### config.mk
export PLATFORM = sky130hd
export DESIGN_NAME = ps2_mouse_tracker
export DESIGN_NICKNAME = d
export VERILOG_FILES = /design/src/rtl/ps2_pkg.sv /design/src/rtl/ps2_axis_accum.sv /design/src/rtl/ps2_mouse_tracker.sv
export SDC_FILE = /design/constraint.sdc
export NUM_CORES = 1
export LEC_CHECK = 0
export CORE_MARGIN = 3
export CORE_UTILIZATION = 50
export CTS_BUF_LIST = sky130_fd_sc_hd__clkbuf_16
export DETAILED_ROUTE_END_ITERATION = 12
export GPL_TIMING_DRIVEN = 0
export PLACE_DENSITY = 0.8
export SLEW_MARGIN = 20
export SYNTH_ARGS = -nofsm -noshare
export SYNTH_HDL_FRONTEND = slang
export SYNTH_SLANG_ARGS = --single-unit
### constraint.sdc
create_clock -name clk_sys -period 7.6 [get_ports clk_sys]
set_clock_uncertainty 0.2 [all_clocks]
set_input_delay 1.52 -clock clk_sys [delete_from_list [all_inputs] [get_ports clk_sys]]
set_output_delay 1.52 -clock clk_sys [all_outputs]
set_load 0.02 [all_outputs]
### src/rtl/ps2_pkg.sv
// ps2_pkg: shared definitions for the PS/2 mouse tracker.
//   - Status-byte bit indices of a 3-byte PS/2 mouse packet.
//   - Field slice positions within the 24-bit packet word.
//   - ps2_mouse_pkt_t: packed view {status, dx, dy} of that word.
//   - max2: small helper used to size the signed accumulators.
package ps2_pkg;

    // Status byte bit indices
    localparam int BTN_L    = 0;
    localparam int BTN_R    = 1;
    localparam int BTN_M    = 2;
    localparam int SYNC_BIT = 3;
    localparam int XSIGN    = 4;
    localparam int YSIGN    = 5;
    localparam int XOVF     = 6;
    localparam int YOVF     = 7;

    // Packet field slices within the 24-bit word
    localparam int PKT_W          = 24;
    localparam int PKT_BYTE_W     = 8;
    localparam int PKT_STATUS_LSB = 16;
    localparam int PKT_DX_LSB     = 8;
    localparam int PKT_DY_LSB     = 0;

    typedef struct packed {
        logic [PKT_BYTE_W-1:0] status;
        logic [PKT_BYTE_W-1:0] dx;
        logic [PKT_BYTE_W-1:0] dy;
    } ps2_mouse_pkt_t;

    function automatic int max2(input int a, input int b);
        return (a > b) ? a : b;
    endfunction

endpackage

### src/rtl/ps2_axis_accum.sv
// ps2_axis_accum: one axis of the mouse position datapath.
//   S1: sign-extends the 9-bit delta (forced to zero on overflow), adds or
//       subtracts it from the base position and registers the signed sum.
//   S2: combinationally clamps the registered sum to [0, MAX].
// Ports:
//   clk_sys, rst_n : clock, asynchronous active-low reset
//   pos            : committed position of this axis
//   fwd            : S2 is committing this cycle; use clamped as the base
//   load           : S1 has a valid packet; capture the new sum
//   delta, sign    : 8-bit magnitude byte and sign bit of the movement
//   ovf            : overflow flag; the delta is ignored when set
//   clamped        : clamped S2 result, committed by the top when valid
module ps2_axis_accum
    import ps2_pkg::*;
#(
    parameter int W      = 8,
    parameter int MAX    = 159,
    parameter int INVERT = 0
) (
    input  logic         clk_sys,
    input  logic         rst_n,
    input  logic [W-1:0] pos,
    input  logic         fwd,
    input  logic         load,
    input  logic [7:0]   delta,
    input  logic         sign,
    input  logic         ovf,
    output logic [W-1:0] clamped
);

    localparam int SW = max2(W, 9) + 2;
    localparam logic signed [SW-1:0] MAX_S = SW'(MAX);

    logic signed [SW-1:0] sum_q;
    logic signed [SW-1:0] sum_d;
    logic signed [SW-1:0] base;
    logic signed [SW-1:0] d9;
    logic        [W-1:0]  base_pos;

    // Back-to-back packets: the previous packet commits in the same cycle
    // this one is summed, so take its clamped result instead of pos.
    always_comb begin
        base_pos = fwd ? clamped : pos;
        base     = {{(SW-W){1'b0}}, base_pos};
        d9       = ovf ? '0 : {{(SW-9){sign}}, sign, delta};
        if (INVERT != 0) begin
            sum_d = base - d9;
        end else begin
            sum_d = base + d9;
        end
    end

    always_ff @(posedge clk_sys or negedge rst_n) begin
        if (!rst_n) begin
            sum_q <= '0;
        end else if (load) begin
            sum_q <= sum_d;
        end
    end

    always_comb begin
        if (sum_q[SW-1]) begin
            clamped = '0;
        end else if (sum_q > MAX_S) begin
            clamped = W'(MAX);
        end else begin
            clamped = sum_q[W-1:0];
        end
    end

endmodule

### src/rtl/ps2_mouse_tracker.sv
// ps2_mouse_tracker: turns decoded 3-byte PS/2 mouse packets into an
// absolute, clamped cursor position plus button state.
//   S0: capture packet; reject (and count) packets whose sync bit is 0.
//   S1: per-axis delta sum (ps2_axis_accum), forwarding from S2.
//   S2: clamp, commit position/buttons, pulse pos_upd, set irq.
// Ports:
//   clk_sys, rst_n     : clock, asynchronous active-low reset
//   ps2pkt_vlk         : one-cycle packet-valid strobe
//   ps2pkt_data        : [23:16] status, [15:8] dx, [7:0] dy
//   mouse_x, mouse_y   : committed cursor position
//   mouse_btn          : {middle, right, left}
//   pos_upd            : one-cycle pulse on commit
//   irq, irq_ack       : sticky update flag and its clear
//   sync_err_cnt       : saturating count of rejected packets
module ps2_mouse_tracker
    import ps2_pkg::*;
#(
    parameter int X_W      = 8,
    parameter int Y_W      = 7,
    parameter int X_MAX    = 159,
    parameter int Y_MAX    = 119,
    parameter int X_INIT   = 80,
    parameter int Y_INIT   = 60,
    parameter int Y_INVERT = 1
) (
    input  logic           clk_sys,
    input  logic           rst_n,
    input  logic           ps2pkt_vlk,
    input  logic [23:0]    ps2pkt_data,
    output logic [X_W-1:0] mouse_x,
    output logic [Y_W-1:0] mouse_y,
    output logic [2:0]     mouse_btn,
    output logic           pos_upd,
    output logic           irq,
    input  logic           irq_ack,
    output logic [7:0]     sync_err_cnt
);

    ps2_mouse_pkt_t pkt_in;
    logic           pkt_sync;

    // S0 registers (sync bit is not kept: only valid packets set v0)
    logic           v0;
    logic [2:0]     btn0;
    logic [7:0]     dx0;
    logic [7:0]     dy0;
    logic           xsign0;
    logic           ysign0;
    logic           xovf0;
    logic           yovf0;

    // S1 registers
    logic           v1;
    logic [2:0]     btn1;

    logic [X_W-1:0] x_clamped;
    logic [Y_W-1:0] y_clamped;

    assign pkt_in   = ps2_mouse_pkt_t'(ps2pkt_data);
    assign pkt_sync = pkt_in.status[SYNC_BIT];

    ps2_axis_accum #(
        .W      (X_W),
        .MAX    (X_MAX),
        .INVERT (0)
    ) u_accum_x (
        .clk_sys (clk_sys),
        .rst_n   (rst_n),
        .pos     (mouse_x),
        .fwd     (v1),
        .load    (v0),
        .delta   (dx0),
        .sign    (xsign0),
        .ovf     (xovf0),
        .clamped (x_clamped)
    );

    ps2_axis_accum #(
        .W      (Y_W),
        .MAX    (Y_MAX),
        .INVERT (Y_INVERT)
    ) u_accum_y (
        .clk_sys (clk_sys),
        .rst_n   (rst_n),
        .pos     (mouse_y),
        .fwd     (v1),
        .load    (v0),
        .delta   (dy0),
        .sign    (ysign0),
        .ovf     (yovf0),
        .clamped (y_clamped)
    );

    always_ff @(posedge clk_sys or negedge rst_n) begin
        if (!rst_n) begin
            v0           <= 1'b0;
            btn0         <= '0;
            dx0          <= '0;
            dy0          <= '0;
            xsign0       <= 1'b0;
            ysign0       <= 1'b0;
            xovf0        <= 1'b0;
            yovf0        <= 1'b0;
            v1           <= 1'b0;
            btn1         <= '0;
            mouse_x      <= X_W'(X_INIT);
            mouse_y      <= Y_W'(Y_INIT);
            mouse_btn    <= '0;
            pos_upd      <= 1'b0;
            irq          <= 1'b0;
            sync_err_cnt <= '0;
        end else begin
            // S0: capture / reject
            v0 <= ps2pkt_vlk & pkt_sync;
            if (ps2pkt_vlk) begin
                btn0   <= {pkt_in.status[BTN_M], pkt_in.status[BTN_R], pkt_in.status[BTN_L]};
                dx0    <= pkt_in.dx;
                dy0    <= pkt_in.dy;
                xsign0 <= pkt_in.status[XSIGN];
                ysign0 <= pkt_in.status[YSIGN];
                xovf0  <= pkt_in.status[XOVF];
                yovf0  <= pkt_in.status[YOVF];
                if (!pkt_sync && sync_err_cnt != '1) begin
                    sync_err_cnt <= sync_err_cnt + 8'd1;
                end
            end

            // S1: sums are registered inside the axis accumulators
            v1 <= v0;
            if (v0) begin
                btn1 <= btn0;
            end

            // S2: commit
            pos_upd <= v1;
            if (v1) begin
                mouse_x   <= x_clamped;
                mouse_y   <= y_clamped;
                mouse_btn <= btn1;
            end

            // irq rises together with pos_upd; an ack landing in the
            // pos_upd cycle is overridden by that pulse, so set wins.
            if (v1 || pos_upd) begin
                irq <= 1'b1;
            end else if (irq_ack) begin
                irq <= 1'b0;
            end
        end
    end

endmodule

# == Word-level counts from Yosys, hierarchy flattened ==
# Index checks and enable logic that the tools add are counted.
# classes
div_mod_pow,0
bitwise_logic,1
n_eq_ne,1
n_addsub,3
n_mul,0
n_reduce_logical,5
mux,10
shift,0
magnitude_cmp,2
# ops
cell,count
$mux 8,3
$mux 11,2
$mux 7,3
$add 9x11->11,1
$gt 11x8->1 const B,1
$gt 11x9->1 const B,1
$sub 8x11->11,1
$add 8x1->8 const B,1
$ne 8x8->1 const B,1
$mux 1,2
$reduce_and 2->1,1
$reduce_bool 2->1,1
$and 1x1->1,1
$logic_and 1x1->1,1
$logic_not 1->1,1
$logic_or 1x1->1,1
# totals
reg_bits,78
inputBits,28
latch_bits,0
n_memories,0
ramBits,0
rom_bits,0
output_inout_bits,28
word_cells,40

# == Longest topological paths before layout ==
# Gate-level depths: netlist of run 1.
# logic_depth
depth_word,5
ltp_mapped,14

# == Cells and area by module ==
# A second synthesis of run 1 with hierarchy kept.
# unflattened
hier_cells,368
area_unflattened_um2,4227.8
# modules_own_cells
module,cells_per_inst,instances,area_per_inst_um2
ps2_mouse_tracker,140,1,2185.8
ps2_axis_accum at u_accum_x,120,1,1064.8
ps2_axis_accum at u_accum_y,108,1,977.2

# == Least setup slack after synthesis of run 1 ==
# Ideal clock, no wire load.
# synth_timing
kind,flip-flop to flip-flop
startpoint,reg u_accum_y.sum_q[9]
endpoint,reg u_accum_y.sum_q[8]
t_required_ns,7.274
slack_ns,4.317
n_path_buf,0
arrival_time_ns,2.957
stages_incl_launch_ff,14
cell_sequence,dfrtp_1 or3_1 a41oi_1 a21oi_1 mux2i_1 ha_1 inv_1 fa_1 a21o_1 a21oi_1 or2_1 a31o_1 mux2i_1 a311o_1
# synth_between
elab_chain_len,5
# synth_lines
item,line_no,text
start: declaration,ps2_axis_accum.sv:34,logic signed [SW-1:0] sum_q;
start signal: assignment,ps2_axis_accum.sv:57,sum_q <= sum_d;
$gt 11x8->1,ps2_axis_accum.sv:64,end else if (sum_q > MAX_S) begin
$mux 7,ps2_axis_accum.sv:64,
$mux 7,ps2_axis_accum.sv:62,if (sum_q[SW-1]) begin
$mux 7,-,
$sub 8x11->11,ps2_axis_accum.sv:47,sum_d = base - d9;
# Every way passes these cells.
# A chain may end at the register's enable or synchronous reset.

# == Final worst setup path of run 1 ==
# Same ends and word-level chain as after synthesis.

==> results of run 1 <==
registers in the layout, summed over array words and instances (netlist names), 3 cells and up:
| signal | count |
|---|---|
| u_accum_x.sum_q | 11 |
| u_accum_y.sum_q | 11 |
| dx0 | 8 |
| dy0 | 8 |
| mouse_x | 8 |
| sync_err_cnt | 8 |
| mouse_y | 7 |
| btn0 | 3 |
| btn1 | 3 |
| mouse_btn | 3 |
per-layer routing:
metal  wire length, um  track usage [%]
met1              3573            26.19
met2              3990            33.95
met3               400            3.606
met4               103            7.220
met5                 0                0
power groups by stage:
stage	sequential (W)	clock (W)	combinational [W]
5_1_grt	0.000665	0.000481	0.000774
6_report	0.000645	0.000460	0.000708
3_3_place_gp	0.000646	0	0.000672
2_1_floorplan	0.000700	0	0.000407
3_5_place_dp	0.000651	0	0.000698
4_1_cts	0.000646	0.000465	0.000710
critical path, cell delays in order (launching register included):
cell	delay (ps)
dfrtp_1	420
or3_1	430
a41oi_1	460
a21oi_1	140
mux2i_1	220
ha_1	220
inv_1	60
fa_1	400
a21o_1	170
a21oi_1	320
or2_1	160
a31o_1	190
mux2i_1	90
a311o_1	270
layout by cell type (no fill, tap or decap), types with 3 or more instances in the layout:
master           instances
xnor2_1                 14
dfstp_2                  6
nand2_1                 14
nand2b_1                12
nand3_1                  5
clkbuf_16                9
o22ai_1                  4
dfrtp_1                 72
o21ai_0                 10
mux2_2                  48
ha_1                    15
nor2_1                  27
inv_1                   17
nor3_1                   3
clkdlybuf4s50_1         53
o21a_1                   3
a21oi_1                  9
or3_1                    3
clkbuf_1                 9
xor2_1                   3
nor2b_1                 17
mux2i_1                  5
per-stage QoR:
step | setup WS [ps] | util, %
after detailed placement | 3870 | 61.48
after CTS | 3749 | 65.86
after global placement | 2136 | 61.14
after global routing | 3573 | 65.86
after floorplan | 4317 | -
final | 3728 | 65.86
kinds of logic (layout without fill, tap and decap cells):
family | Yosys count | after routing | synth area share (%)
flip-flops | 78 | 78 | 51.01
AND/OR/NAND/NOR | 89 | 89 | 12.25
buffers and inverters | 29 | 100 | 2.866
AO/OA/AOI/OAI | 47 | 47 | 8.306
multiplexers | 54 | 54 | 15.77
adder cells (fa/ha/maj) | 17 | 17 | 5.928
XOR/XNOR | 17 | 17 | 3.876
worst paths after layout:
check / start / to / slack [ps]
max: u_accum_y.sum_q[9] / u_accum_y.sum_q[8] / 3730
min: v0 / v1 / 190
max reg2reg: u_accum_y.sum_q[9] / u_accum_y.sum_q[8] / 3730
min reg2reg: v0 / v1 / 190
max in group asynchronous: rst_n / mouse_y[3] / 5730
min in group asynchronous: rst_n / dy0[1] / 870
layout make-up:
| class | instances | area, sq um | share of cell area, % |
|---|---|---|---|
| flip-flops and latches | 78 | 1959 | 40.37 |
| clock buffers | 9 | 225.2 | 4.640 |
| clock inverters | 7 | 97.59 | 2.011 |
| inverters | 17 | 63.81 | 1.315 |
| multi-input cells | 224 | 1772 | 36.50 |
| well taps | 99 | 123.9 | 2.552 |
| plain buffers | 12 | 46.29 | 0.9539 |
| repair buffers | 55 | 565.5 | 11.65 |
==> summary by stage, run 1 <==
Route
After detailed routing, the number of vias per cell comes to roughly 5.4. In this run, the number of DRC markers left after iteration 0 of detailed routing was 143. The total length of routed wires is 8.067 mm.

The detail route stage leaves a number of antenna-violating nets equal to 0. Dividing the detail-routed wire length by the instance count gives 16.10 um. The first detailed-routing pass ran for 6 iterations. Across all layers, the routed design uses between 2000 and 3000 vias.

For this run, design rule violations remaining after detail routing come to 0.

Power
Power spread over the standard cell area amounts to between 300 and 400 nW/um^2. The internal portion of the total power is about 0.0012 W. The register share of total power is a little over a third. In this run the static leakage power is between 2 and 2.5 nW. The net switching power figure is roughly 0.00062 W.

The post-layout total power is approximately 0.0018 W. Of the total power, the share spent switching nets is between 30 and 40%. The largest voltage drop on the vdd net is around 0.00017 V. The share of power burned in combinational logic is roughly two fifths. The clock group share of total power is 25.4%.

Global route
Global routing used around a fifth of the available tracks across all layers. The first-pass GRT wire length is 13.80 mm. Entering global routing, the biggest net connects 60 pins.

The initial antenna violation count is 0. The number of global-route vias before repair came to about 2900. After global routing the overflow that remains totals 0.

Place
The post-place instance area is around 4500 sq um. Including well taps, the total number of placed cells is 485. Routability-driven placement finished with a final weighted congestion of slightly below 0.8. The port buffer count is 54. The placed wire-length estimate after detailed placement is 5.669 mm.

Timing
Setup repair after global routing left no endpoint under its margin. The post-route worst hold slack is 185.1 ps. The final hold violation count is 0. Timing would allow up to 258.3 MHz. The transition at the pin with the smallest max-transition slack is around 800 ps.

The part of the cycle the worst path needs is roughly half. The minimum period implied by the final worst setup slack is roughly 3900 ps. Setup total negative slack on the finished layout was measured at 0 ps. The number of max-slew violations in the final report is 0. The worst pin sits at a relative slew slack of roughly 47%. The number of setup violations in the final report is 0.

Status
The run finished with clean final reports.

Die
The initialized floorplan defines 31 standard-cell rows. The floorplan step defined a die boundary enclosing about 9000 sq um. The area inside the core boundary is 7370 sq um. The initial utilization of the core area, before any placement, comes to a little over half.

The y dimension of the die is between 90 and 100 um. From left edge to right edge, the die measures about 94 um. The top-level I/O count is 56.

Synthesis
The top cell type's share of synthesized area is a little under half. After synthesis, the cell types taking the most area are dfrtp_1 47%, mux2_2 14%, ha_1 4.9%. The cell area that synthesis handed to floorplanning was around 3800 sq um. The count of unique library cells instantiated by Yosys is 48. In the post-synthesis netlist, the cell with the most instances is dfrtp_1. The post-synthesis average cell area is about 12 sq um. The library cell with the largest summed area after synthesis is dfrtp_1. The Yosys step of the flow raised 0 warnings. The dominant register cell in the synthesized netlist is dfrtp_1. After synthesis the netlist holds a flip-flop and latch count of slightly below 80. By count the netlist is led by 72 x dfrtp_1, 48 x mux2_2, 27 x nor2_1. The fraction of synthesis flops using an asynchronous set or reset pin is between 90% and 100%. In this run, synthesis inferred 0 flip-flops with an integrated enable.

The synthesized instance count is approximately 330. Sequential elements use 51.01% of the synthesized area. The number of nets in the synthesized netlist is ~380.

Clocking
The number of gates resized after CTS is 0. The cell sitting at the root of the clock tree is a clkbuf_16. The H-tree depth reported by CTS is 3. The total of hold buffers inserted after clock tree synthesis is 0. The later pin in the worst-skew pair is clocked with a latency of 330 ps. TritonCTS built the clock tree.

The number of CTS-inserted buffers is 9. The buffers inserted during post-CTS setup optimization is 0. Counting along the longest clock path gives a buffer depth of 2. After clock tree synthesis, the clock-pin slew on the worst setup and hold paths is roughly 60 ps. Clock tree synthesis found a total of ~80 sinks.

Layout
Once layout is complete, the cells apart from fillers number around 500. The finished layout cell area is 4853 sq um. The number of nets in the layout is 442.

The filler cell count in the final layout is 590. The antenna diode instance count is 0. Cells with a size suffix above 1 make up just under 20% of the layout. The signed area change from the synthesized netlist to the final layout is 26.35%.

Worst setup path
STA classifies the critical path startpoint as a flip-flop. The maximum fanout count along the critical path is 4. The worst setup path is captured at a flip-flop.

The data required time of the critical path is approximately 7600 ps. STA puts the critical path data arrival time at ~3900 ps. The worst register-to-register path has a depth of 13. The kind of critical path is flip-flop to flip-flop.

Hold path
The kind of path behind the tightest hold check is flip-flop to flip-flop. Counting instances, the worst hold path has a depth of 0.

Run
Max-cap violations in this run came to 0.
No activity file was read; power rests on OpenSTA's default activity.
==> run 2, diff against run 1 <==
--- a/config.mk
+++ b/config.mk
@@ -6,11 +6,11 @@
 export NUM_CORES = 1
 export LEC_CHECK = 0
 export CORE_MARGIN = 3
-export CORE_UTILIZATION = 50
+export CORE_UTILIZATION = 49
 export CTS_BUF_LIST = sky130_fd_sc_hd__clkbuf_16
 export DETAILED_ROUTE_END_ITERATION = 12
 export GPL_TIMING_DRIVEN = 0
-export PLACE_DENSITY = 0.8
+export PLACE_DENSITY = 0.82
 export SLEW_MARGIN = 20
 export SYNTH_ARGS = -nofsm -noshare
 export SYNTH_HDL_FRONTEND = slang
==> constraint.sdc (replaced) <==
create_clock -name clk_sys -period 3.5 [get_ports clk_sys]
set_clock_uncertainty 0.2 [all_clocks]
set_input_delay 0.7 -clock clk_sys [delete_from_list [all_inputs] [get_ports clk_sys]]
set_output_delay 0.7 -clock clk_sys [all_outputs]
set_load 0.02 [all_outputs]
==> summary by stage, run 2 (synthesis gave the netlist of run 1 again) <==
Status
The flow ran to the end, and the final reports show no timing, DRC or antenna violations.

Clocking
Clock-pin slew was measured on the worst setup and hold paths at around 60 ps. TritonCTS built the clock tree. The root buffer selected by CTS is clkbuf_16. The number of hold buffers added after CTS was 0.

The clock passes through at most 2 buffers. The CTS sink count is 78. The number of CTS-inserted buffers is 9. The later pin in the worst-skew pair is clocked with a latency of between 300 and 400 ps. The H-tree depth reported by CTS is 3.

Die
The starting density of the core is around half. The die is around 95 um wide. During I/O placement, the number of pins put on the boundary was 56. The core region is around 7400 sq um. The die covers around 8900 sq um. The y dimension of the die is ~95 um. The number of cell rows is 31.

Route
Using the TritonRoute via totals, the vias-per-cell ratio works out to 5.397. The detail route stage leaves a number of antenna-violating nets equal to 0. The total vias in the final route is between 2000 and 3000. The total length of routed wires is between 8 and 9 mm. For this run, the detailed router's first-pass iteration total came to 4.

For this run, design rule violations remaining after detail routing come to 0. The routed wirelength normalized by instance count is roughly 16 um. The detailed router's first-iteration violation count is roughly 130.

Worst setup path
The kind of critical path is flip-flop to flip-flop. The stage delay of the slowest cell on the critical path is 420 ps. The type of element launching the critical path is a flip-flop.

STA classifies the critical path endpoint as a flip-flop. The data required time of the critical path is ~3500 ps. The critical path data arrival time is between 3000 and 4000 ps.

The cell with the largest stage delay on the worst path is dfrtp_1. Of all nets on the critical path, the largest fanout is 4. Traced cell by cell, the critical path runs through or3_4 > a41oi_4 > a21oi_2 > mux2i_1 > ha_2 > inv_1 > fa_2 > a21o_1 > a21oi_2 > or2_1 > a31o_1 > mux2i_1 > a311o_1.

The worst setup slack for register-to-register paths is roughly 120 ps.

Timing
The part of the cycle the worst path needs is a little over nine tenths. The final hold violation count is 0. Setup violations remaining at the end of the flow were counted as 0. The number of max-slew violations in the final report came to 0. For the finished layout, the period the worst path requires is between 3000 and 4000 ps. The maximum clock rate is ~300 MHz. The worst pin sits at a relative slew slack of 51.26%. The post-route worst hold slack is approximately 64 ps. For the pin with the worst max-slew slack, the measured transition is 731.1 ps.

Global route
Global routing used around a fifth of the available tracks across all layers. The number of global-route vias before repair is between 2000 and 3000. The first-pass GRT wire length is ~14 mm.

The total global routing overflow is 0. The initial antenna violation count is 0. The maximum number of pins on one net before global-route repair is 56.

Layout
The post-route netlist has 22.85% of its cells at a drive strength greater than 1. In the layout the commonest cells are 72 x dfrtp_1, 53 x clkdlybuf4s50_1, 48 x mux2_2, 27 x nor2_1. The library cell used most frequently in the layout, excluding fill and tap cells, is dfrtp_1. The utilization of the core after routing is roughly two thirds. From synthesis to final layout, the design area changed by 29.48%. At the end of the flow, the number of nets in the layout was about 450. The antenna diode instance count is 0. The largest registers in the layout are u_accum_x.sum_q (11), u_accum_y.sum_q (11).

Power
The power density normalized to cell area is 838.6 nW/um^2. The worst-case IR drop observed on VDD is about 0.00037 V. The leakage power summed over all cells is ~2.1 nW.

Place
The HPWL after detailed placement is roughly 5.7 mm. The port buffer count is 54. The routability congestion estimate from global placement is 0.8616.

Hold path
The tightest min-delay check is of the input port to asynchronous set/reset pin type.

Run
The tool flagged a number of max-cap violations equal to 0.
-- run 2: cell types whose count changed in the layout (fill, tap and decap cells not counted), moves of 2 or more --
cell	delta
clkbuf_1	-2
bufinv_16	+2
a21oi_1	-2
buf_4	+5
clkinv_4	-2
a21oi_2	+2
-- run 2: power breakdown --
group	switching, W	internal (W)	total, W	leakage [nW]
sequential	0.000229	0.00119	0.00142	0.916
combinational	0.000797	0.000823	0.00162	1.02
clock	0.000363	0.000765	0.00113	0.173
total	0.00139	0.00278	0.00417	2.11
-- run 2: area by class of cell --
| cell class | instances | area, sq um |
|---|---|---|
| well taps | 99 | 123.9 |
| plain buffers | 12 | 51.30 |
| flip-flops and latches | 78 | 1959 |
| repair buffers | 60 | 603.1 |
| inverters | 17 | 63.81 |
| fillers | 552 | 2474 |
| clock buffers | 9 | 225.2 |
| multi-input cells | 224 | 1810 |
| clock inverters | 7 | 136.4 |
-- run 2: what timing repair did --
action,4_1_cts,5_1_grt
gates resized for setup,5,9
endpoints found under the setup margin,5,4
setup buffers,0,5
pin swaps,0,4
-- run 2: worst paths after layout --
| kind | startpoint | depth (start not counted) | endpoint |
|---|---|---|---|
| hold / removal | rst_n | 1 | btn0[0] |
| min in group clk_sys | v0 | 0 | v1 |
| setup / recovery | u_accum_y.sum_q[7] | 13 | u_accum_y.sum_q[8] |
| setup reg to reg | u_accum_y.sum_q[7] | 13 | u_accum_y.sum_q[8] |
| max in group asynchronous | rst_n | 2 | mouse_x[6] |
| hold reg to reg | v0 | 0 | v1 |
-- run 2: stage by stage --
| step | instance area, sq um | total power, W | TNS, ps | worst slack (ps) | cells |
|---|---|---|---|---|---|
| 6_report | 4974 | 0.004171 | 0 | 117.7 | 506 |
| 3_3_place_gp | 4506 | 0.002855 | -81440 | -1114 | 484 |
| 4_1_cts | 4921 | 0.004104 | 0 | 17.20 | 501 |
| 5_1_grt | 4974 | 0.004403 | -13.79 | -13.79 | 506 |
| 3_5_place_dp | 4531 | 0.002927 | -450.2 | -216.6 | 485 |
| 2_1_floorplan | 3841 | 0.002405 | 0 | 217.1 | 331 |
-- run 2: critical path: cells and delay by family (launching register included) --
kind / cells / cell delay, ps
buffers and inverters: 1 / 50
flip-flops: 1 / 420
AO/OA/AOI/OAI: 6 / 1190
multiplexers: 2 / 300
adder cells (fa/ha/maj): 2 / 570
AND/OR/NAND/NOR: 2 / 540
-- run 2: per-layer routing --
metal | up-vias | wire (um) | track usage [%]
met5 | - | 0 | 0
met1 | 1355 | 3621 | 25.91
met4 | 0 | 167 | 8.413
li1 | 1290 | - | -
met3 | 13 | 435 | 4.542
met2 | 73 | 4048 | 32.57
